==> config.mk <==
export PLATFORM = sky130hd
export DESIGN_NAME = vend_dispense_ctrl
export DESIGN_NICKNAME = d
export VERILOG_FILES = /design/src/rtl/vend_dispense_ctrl.sv
export SDC_FILE = /design/constraint.sdc
export NUM_CORES = 1
export LEC_CHECK = 0
export ABC_CLOCK_PERIOD_IN_PS = 2350
export CAP_MARGIN = 20
export CORE_MARGIN = 3
export CORE_UTILIZATION = 30
export DETAILED_ROUTE_END_ITERATION = 16
export PLACE_DENSITY = 0.52
export RECOVER_POWER = 50
export SLEW_MARGIN = 20
export SYNTH_ARGS = -nofsm -noshare
export SYNTH_HDL_FRONTEND = slang
export SYNTH_SLANG_ARGS = --single-unit
==> constraint.sdc <==
create_clock -name clk -period 2.35 [get_ports clk]
set_input_delay 0.47 -clock clk [delete_from_list [all_inputs] [get_ports clk]]
set_output_delay 0.47 -clock clk [all_outputs]
set_load 0.01 [all_outputs]
==> src/rtl/vend_dispense_ctrl.sv <==
// Vending dispense sequencer: product motor, drop sensing, coin payout and stock/sold-out bookkeeping.
// Latency: a product vend with no change and a first-cycle drop finishes MOTOR_CYCLES+2 cycles after its handshake cycle.
// Backpressure: one request at a time; req_ready is low while busy or while a restock strobe is present.
module vend_dispense_ctrl #(
    parameter int MOTOR_CYCLES = 4,
    parameter int DROP_TIMEOUT = 15,
    parameter int INIT_STOCK   = 32
) (
    input  logic       clk,
    input  logic       rst,
    input  logic       req_valid,
    output logic       req_ready,
    input  logic [1:0] req_product,
    input  logic [3:0] req_change,
    output logic [2:0] motor_en,
    input  logic       drop_sense,
    output logic       coin5_eject,
    output logic       coin1_eject,
    input  logic       coin_ack,
    input  logic       load_stock,
    input  logic [1:0] load_sel,
    input  logic [5:0] load_value,
    output logic [5:0] stock1,
    output logic [5:0] stock2,
    output logic [5:0] stock3,
    output logic [2:0] soldout,
    output logic       busy,
    output logic       done,
    output logic       ok,
    output logic       reject
);

    // One shared counter times both the motor phase and the drop timeout.
    localparam int CNT_MAX = (MOTOR_CYCLES > DROP_TIMEOUT) ? MOTOR_CYCLES : DROP_TIMEOUT;
    localparam int CW      = $clog2(CNT_MAX + 1);
    localparam logic [CW-1:0] MOTOR_LAST = CW'(MOTOR_CYCLES - 1);
    localparam logic [CW-1:0] DROP_LAST  = CW'(DROP_TIMEOUT - 1);
    localparam logic [5:0]    STOCK_RST  = 6'(INIT_STOCK);

    typedef enum logic [2:0] {
        IDLE      = 3'd0,
        MOTOR     = 3'd1,
        WAIT_DROP = 3'd2,
        COIN5     = 3'd3,
        COIN5_ACK = 3'd4,
        COIN1     = 3'd5,
        COIN1_ACK = 3'd6,
        DONE      = 3'd7
    } state_t;

    state_t          state_q, state_d;
    logic [1:0]      prod_q, prod_d;
    logic [3:0]      rem_q, rem_d;
    logic [CW-1:0]   cnt_q, cnt_d;
    logic            ok_q, ok_d;
    logic            reject_q, reject_d;
    logic [2:0][5:0] stock_q, stock_d;
    logic            drop_to;
    logic            req_soldout;

    // Where the coin phase starts (or ends) for a given amount still owed.
    function automatic state_t coin_entry(input logic [3:0] r);
        if (r >= 4'd5)
            return COIN5;
        else if (r != 4'd0)
            return COIN1;
        else
            return DONE;
    endfunction

    function automatic logic [5:0] dec_sat(input logic [5:0] v);
        return (v == 6'd0) ? 6'd0 : v - 6'd1;
    endfunction

    // Sold-out status of the product named on the request bus.
    always_comb begin
        req_soldout = 1'b0;
        case (req_product)
            2'd1:    req_soldout = soldout[0];
            2'd2:    req_soldout = soldout[1];
            2'd3:    req_soldout = soldout[2];
            default: req_soldout = 1'b0;
        endcase
    end

    // Next-state, datapath updates and actuator outputs.
    always_comb begin
        state_d     = state_q;
        prod_d      = prod_q;
        rem_d       = rem_q;
        cnt_d       = cnt_q;
        ok_d        = ok_q;
        reject_d    = 1'b0;
        stock_d     = stock_q;
        motor_en    = 3'b000;
        coin5_eject = 1'b0;
        coin1_eject = 1'b0;
        drop_to     = 1'b0;

        case (state_q)
            IDLE: begin
                if (load_stock) begin
                    // Restock wins over a same-cycle request; load_sel 0 is a no-op.
                    case (load_sel)
                        2'd1:    stock_d[0] = load_value;
                        2'd2:    stock_d[1] = load_value;
                        2'd3:    stock_d[2] = load_value;
                        default: ;
                    endcase
                end else if (req_valid) begin
                    prod_d = req_product;
                    rem_d  = req_change;
                    cnt_d  = '0;
                    if (req_product == 2'd0)
                        state_d = coin_entry(req_change);
                    else if (req_soldout)
                        reject_d = 1'b1;
                    else
                        state_d = MOTOR;
                end
            end
            MOTOR: begin
                case (prod_q)
                    2'd1:    motor_en = 3'b001;
                    2'd2:    motor_en = 3'b010;
                    2'd3:    motor_en = 3'b100;
                    default: motor_en = 3'b000;
                endcase
                if (cnt_q == MOTOR_LAST) begin
                    state_d = WAIT_DROP;
                    cnt_d   = '0;
                end else begin
                    cnt_d = cnt_q + CW'(1);
                end
            end
            WAIT_DROP: begin
                if (drop_sense) begin
                    case (prod_q)
                        2'd1:    stock_d[0] = dec_sat(stock_q[0]);
                        2'd2:    stock_d[1] = dec_sat(stock_q[1]);
                        2'd3:    stock_d[2] = dec_sat(stock_q[2]);
                        default: ;
                    endcase
                    state_d = coin_entry(rem_q);
                end else if (cnt_q == DROP_LAST) begin
                    // No product fell: finish without touching stock or paying change.
                    state_d = DONE;
                    drop_to = 1'b1;
                end else begin
                    cnt_d = cnt_q + CW'(1);
                end
            end
            COIN5: begin
                coin5_eject = 1'b1;
                if (coin_ack) begin
                    rem_d   = rem_q - 4'd5;
                    state_d = COIN5_ACK;
                end
            end
            COIN1: begin
                coin1_eject = 1'b1;
                if (coin_ack) begin
                    rem_d   = rem_q - 4'd1;
                    state_d = COIN1_ACK;
                end
            end
            COIN5_ACK, COIN1_ACK: begin
                state_d = coin_entry(rem_q);
            end
            DONE: begin
                state_d = IDLE;
            end
            default: begin
                state_d = IDLE;
            end
        endcase

        // ok is refreshed only on entry to DONE and holds until the next completion.
        if (state_d == DONE && state_q != DONE)
            ok_d = !drop_to;
    end

    // State and datapath registers; reset aborts any vend in progress.
    always_ff @(posedge clk) begin
        if (rst) begin
            state_q  <= IDLE;
            prod_q   <= 2'd0;
            rem_q    <= 4'd0;
            cnt_q    <= '0;
            ok_q     <= 1'b0;
            reject_q <= 1'b0;
            stock_q  <= {3{STOCK_RST}};
        end else begin
            state_q  <= state_d;
            prod_q   <= prod_d;
            rem_q    <= rem_d;
            cnt_q    <= cnt_d;
            ok_q     <= ok_d;
            reject_q <= reject_d;
            stock_q  <= stock_d;
        end
    end

    assign req_ready = (state_q == IDLE) && !load_stock;
    assign busy      = (state_q != IDLE);
    assign done      = (state_q == DONE);
    assign ok        = ok_q;
    assign reject    = reject_q;
    assign stock1    = stock_q[0];
    assign stock2    = stock_q[1];
    assign stock3    = stock_q[2];
    assign soldout   = {stock_q[2] == 6'd0, stock_q[1] == 6'd0, stock_q[0] == 6'd0};

endmodule

==> metrics.cfg, run 1 <==
[outcome]
outcome = complete, no violations

[floorplanning]
row_count = 30
starting_utilization_of_the_core_area = 0.320
height_of_the_chip_um = 92.2
die-area_sq_mm = 0.00851
die_w_um = 92.2
io_pins = 51
core-area_sq_mm = 0.00698

[synth]
synth_ff_type = dfxtp_1
synthesis.nets = 326
netlist_instances = 298
warning_count_from_the_yosys_run = 0
async_flop_share = 0
synth_largest_type_area_fraction = 0.296
yosys_register_bits = 33
synthDistinctLibCells = 59
postSynthAreaPerCell_sq_um = 7.49
netlist.top_cell.by_area = dfxtp_1
synthesis.area_sq_mm = 0.00223
synth-seq-area-share = 0.296
synth.area.top_cells = dfxtp_1 (30%), nor2_1 (5.9%), o21ai_0 (5.8%), nand2_1 (5.6%), ha_1 (4.5%)
number_of_flops_mapped_to_enable_cells_by_yosys = 0

[grt]
grt_first_pass_wirelength_mm = 11.1
grt_antenna_before_repair = 0
gr-total-overflow = 0
grt_start_max_net_pins = 19
first_global_vias = 2231
grt_usage = 0.162

[critical_path]
crit_path_max_delay_family = simple AND/OR/NAND/NOR gates
crit_path_max_incr_delay_ns = 0.43
critical-path-slowest-cell = or4_1
worstSetupStartpointType = flip-flop
worst_path_most_repeated_cell = inv_1
worst-r2r-cell-count = 9
endpoint_kind = output pin
critical_path.reg2reg.endpoint = ok
type_of_the_setup_path_with_the_least_slack = reg -> out
r2r_start = stock2[0]
cp.required_ns = 1.88
path_max_fanout = 4
register_to_register_setup_slack_ns = 0.25
worst-path-buf-inv = 3
worstPathCellList = inv_1 -> ha_1 -> nand2b_1 -> or4_1 -> inv_1 -> dlygate4sd2_1
data_arrival_time_of_the_critical_path_ns = 1.74

[clocking]
cts.htree.levels = 2
clockRootBuffer = clkbuf_8
cts_num_sinks = 33
cts_tree = done
tritoncts.num_buffers = 5
clockBufferDepth = 2
worst_skew_pair.late_latency_ns = 0.28
cts_hold_buffers = 0
path_clk_slew_ns = 0.07

[pwr]
irDropWorstVdd_mv = 0.493
cellPowerDensity_mw_per_mm2 = 1280
p_leak_nw = 1.20

[routing]
detail_route.wl_per_cell_um = 14.2
via_count = 2324
avgViaCountPerCell = 5.06
drt.antenna.violating_nets = 0
firstDrtPassIters = 4
route.final.wire_length_mm = 6.52
drc_errors = 0
first_iter_violations = 123

[timing]
max_slew_margin = 0.610
post-route-worst-setup-slack_ns = 0.144
min_period_ns = 2.21
setup_viol_count_final = 0
slew_viol_final = 0
finClkSkew_ns = 0.00774
grt_setup_unrepaired = false
report.final.hold_viol_count = 0
timing.fmax_mhz = 453
layout_worst_path_cycle_share = 0.939
worst_pin_slew_ns = 0.586

[finish]
layout.cells.most_common = nor2_1
num-nets-final = 391
layout.area.seq_sq_um = 664
most-common-layout-cells = nor2_1 (34), nand2_1 (33), dfxtp_1 (30), clkdlybuf4s50_1 (27), o21ai_0 (26)
fraction_of_final_layout_cells_sized_beyond_drive_strength_1 = 0.118
fill_cells = 762
layout-area-overhead-vs-synth_pct = 35.3
multi_input_comb_area_sq_mm = 0.00144
final_core_util = 0.432
n_antenna_cell = 0

[placed_design]
io_buffers = 50
dp_hpwl_mm = 4.99
gpl.final_weighted_congestion = 0.810
pre_cts_ws_ns = -0.0331

[min_path]
holdCritStartpoint = stock3[3]
min_to = stock3[3]
hold_path_depth = 2
hp-class = reg -> reg

[flow_run]
maxCapViolCount = 0

-- per-stage QoR --
stage | hold slack (ns) | power (mW) | area, sq um | instances | TNS (ns)
CTS | 0.499 | 3.95 | 3030 | 459 | 0
detailed placement | 0.486 | 3.50 | 2940 | 452 | -0.0664
global route | 0.527 | 4.27 | 3020 | 459 | 0
floorplan | 0.470 | 2.57 | 2230 | 298 | 0
global placement | 0.492 | 3.50 | 2940 | 452 | -0.0477
finish | 0.494 | 3.87 | 3020 | 459 | 0
-- cells by family after synthesis --
kind of cell    count (synthesis)  synth area share
flops                          33             0.296
xor+xnor                        5            0.0196
buf+inv                        30            0.0566
compound gates                 92             0.278
simple gates                  127             0.291
mux                             3            0.0140
fa+ha+maj                       8            0.0449
-- state kept, by name (all words and copies together), names as in the netlist --
signal	cells
cnt_q	4
ok	1
prod_q	2
reject	1
rem_q	4
state_q	3
stock1	6
stock2	6
stock3	6
-- area by class of cell --
class                      instances  area share
inverter                          18      0.0224
clock buffer                       7      0.0286
timing repair buffer              70       0.211
multi-input combinational        235       0.478
tap                               96      0.0398
sequential                        33       0.220
-- worst max path at each step --
| stage | startpoint | to | slack [ns] | cells past startpoint |
|---|---|---|---|---|
| 2_1_floorplan | stock1[0] | ok | 0.37 | 8 |
| 4_1_cts | state_q[2] | motor_en[1] | 0.0003 | 4 |
| 3_5_place_dp | drop_sense | stock3[5] | -0.03 | 7 |
| 3_3_place_gp | load_stock | ok | -0.04 | 7 |
| 6_report | stock2[0] | soldout[1] | 0.14 | 6 |
| 5_1_grt | stock2[1] | soldout[1] | 0.02 | 6 |
-- worst reg2reg max path: cells and delay by family, from the launching register on --
family	cells	cell delay, ns
AO/OA/AOI/OAI	2	0.37
adder cells (fa/ha/maj)	1	0.18
buffers and inverters	2	0.26
flip-flops	1	0.32
AND/OR/NAND/NOR	4	0.85
-- synth_stat cells, drive strengths merged, types with 3 or more instances --
cell type,instances
a21oi,19
a221o,3
a221oi,3
a22oi,3
and3,4
buf,7
clkbuf,5
dfxtp,33
ha,8
inv,18
nand2,33
nand2b,15
nand3,6
nor2,35
nor2b,3
nor3,11
o211ai,9
o21a,3
o21ai,31
o31ai,3
or3,6
xor2,3
-- power breakdown --
| part | internal (mW) | leakage (nW) | switching, mW |
|---|---|---|---|
| registers | 0.753 | 0.271 | 0.244 |
| logic | 1.14 | 0.888 | 1.30 |
| clock network | 0.232 | 0.0443 | 0.201 |
| total | 2.12 | 1.20 | 1.75 |
-- repair_timing --
item | CTS | global route
setup endpoints to repair | 2 | 8
setup buffers | 0 | 0
hold endpoints to repair | 0 | 0
resized for setup | 3 | 6
cloned | 0 | 0
-- layer usage --
metal	vias to the layer above	global-route usage	wire length [um]
li1	1193	-	-
met1	1087	0.228	3320
met2	42	0.246	2910
met3	2	0.0361	255
met4	0	0.0495	38
met5	-	0	0
Note: power is estimated with default switching activity, not from simulation.
==> run 2, diff against run 1 <==
--- a/config.mk
+++ b/config.mk
@@ -11,7 +11,7 @@
 export CORE_UTILIZATION = 30
 export DETAILED_ROUTE_END_ITERATION = 16
 export PLACE_DENSITY = 0.52
-export RECOVER_POWER = 50
+export RECOVER_POWER = 100
 export SLEW_MARGIN = 20
 export SYNTH_ARGS = -nofsm -noshare
 export SYNTH_HDL_FRONTEND = slang
==> metrics.cfg, run 2 (synthesized netlist as in run 1, its figures left out) <==
[grt]
grt_first_pass_wirelength_mm = 11.1  ; unchanged
met3_demand_to_capacity_share_in_global_routing = 0.0361  ; unchanged
gr-total-overflow = 0  ; unchanged
grt_antenna_before_repair = 0  ; unchanged
grt_util_met2 = 0.246  ; unchanged
grt_usage = 0.162  ; unchanged
top_usage_layer = met2
grt_start_max_net_pins = 19  ; unchanged
first_global_vias = 2231  ; unchanged
grtUsageMet1 = 0.228  ; unchanged

[placed_design]
io_buffers = 50  ; unchanged
pre_cts_ws_ns = -0.0331  ; unchanged
gpl.final_weighted_congestion = 0.810  ; unchanged
dp_hpwl_mm = 4.99  ; unchanged
placed_cells_incl_taps = 452  ; unchanged

[critical_path]
crit_path_max_incr_delay_ns = 0.63  ; +0.20 ns
worst-path-buf-inv = 2  ; -1
path_max_fanout = 4  ; unchanged
endpoint_kind = output pin
critical-path-slowest-cell = dlygate4sd3_1
cp.required_ns = 1.88  ; about the same
crit_path_max_delay_family = buffers and inverters
data_arrival_time_of_the_critical_path_ns = 1.75  ; about the same
type_of_the_setup_path_with_the_least_slack = in -> out
worstPathCellList = clkdlybuf4s50_1 -> nor2_1 -> dlygate4sd3_1
worstSetupStartpointType = input pin

[routing]
drt.antenna.violating_nets = 0  ; unchanged
detail_route.wl_per_cell_um = 14.2  ; about the same
firstDrtPassIters = 4  ; unchanged
avgViaCountPerCell = 5.07  ; +0.17%
drc_errors = 0  ; unchanged
route.final.wire_length_mm = 6.52  ; about the same
first_iter_violations = 134  ; +8.9%
via_count = 2328  ; +0.17%

[timing]
report.final.hold_viol_count = 0  ; unchanged
setup_viol_count_final = 0  ; unchanged
hold_worst_slack_ns = 0.494  ; -0.000375 ns
min_period_ns = 2.22  ; +0.0179 ns
max_slew_margin = 0.609  ; about the same
accumulated_negative_setup_slack_ns = 0  ; unchanged
finClkSkew_ns = 0.00793  ; +0.000191 ns
timing.fmax_mhz = 450  ; -0.80%
worst_pin_slew_ns = 0.586  ; +0.0000689 ns
grt_setup_unrepaired = false
slew_viol_final = 0  ; unchanged
post-route-worst-setup-slack_ns = 0.126  ; -0.0179 ns
layout_worst_path_cycle_share = 0.946  ; +0.00760

[finish]
n_antenna_cell = 0  ; unchanged
layout-area-overhead-vs-synth_pct = 34.7
most-common-layout-cells = nor2_1 (34), nand2_1 (33), dfxtp_1 (30), o21ai_0 (28), dlygate4sd3_1 (26)
layout.cells.most_common = nor2_1
fraction_of_final_layout_cells_sized_beyond_drive_strength_1 = 0.116  ; -0.00275
num-nets-final = 391  ; unchanged
fin_cells = 459  ; unchanged

[clocking]
worst_skew_pair.late_latency_ns = 0.28  ; about the same
clockBufferDepth = 2  ; unchanged
tritoncts.num_buffers = 5  ; unchanged
cts.htree.levels = 2  ; unchanged
path_clk_slew_ns = 0.07  ; about the same
cts_hold_buffers = 0  ; unchanged
cts_repair_resize_count = 3  ; unchanged
cts_num_sinks = 33  ; unchanged
cts_tree = done
cts_setup_buffers = 0  ; unchanged
clockRootBuffer = clkbuf_8

[floorplanning]
height_of_the_chip_um = 92.2  ; unchanged
die_w_um = 92.2  ; unchanged
io_pins = 51  ; unchanged
starting_utilization_of_the_core_area = 0.320  ; unchanged
row_count = 30  ; unchanged
core-area_sq_mm = 0.00698  ; unchanged
die-area_sq_mm = 0.00851  ; unchanged

[outcome]
outcome = complete, no violations

[flow_run]
maxCapViolCount = 0  ; unchanged

[pwr]
p_leak_nw = 1.21  ; +0.69%
cellPowerDensity_mw_per_mm2 = 1270  ; -0.71%
post-layout-total-power_mw = 3.82  ; -1.2%
irDropWorstVdd_mv = 0.490  ; -0.47%

[min_path]
hp-class = reg -> reg

## run 2: layer usage
metal  vias up  share of wire
li1       1193              -
met3         5          0.044
met1      1083           0.51
met2        47           0.44
met5         -              0
met4         0         0.0091
## run 2: area by class of cell
class	instances	area, sq um
Timing Repair Buffer	70	633
Multi-Input combinational cell	235	1430
Clock buffer	7	86.3
Sequential cell	33	664
Fill cell	765	3980
Inverter	18	67.6
Tap cell	96	120
## run 2: path summary, 6_finish.rpt
path | start | endpoint | slack [ns] | depth (start not counted)
max | load_stock | req_ready | 0.13 | 3
min | stock3[3] | stock3[3] | 0.49 | 2
max reg2reg | stock2[0] | ok | 0.24 | 9
min reg2reg | stock3[3] | stock3[3] | 0.49 | 2
## run 2: power breakdown
part           internal [mW]  leakage (nW)  switching [mW]
sequential             0.753         0.271           0.237
combinational           1.10         0.896            1.30
clock                  0.232        0.0443           0.203
total                   2.09          1.21            1.74
## run 2: per-stage QoR
step	utilization	cell area, sq um
after global placement	0.422	2940
after CTS	0.434	3030
final	0.430	3000
after detailed placement	0.422	2940
after floorplan	-	2230
after global routing	0.430	3000
## run 2: worst min-delay path, stage by stage (launching register included)
cell and delay (ns):
dfxtp_1 0.34, nand2_1 0.06, a21oi_1 0.05
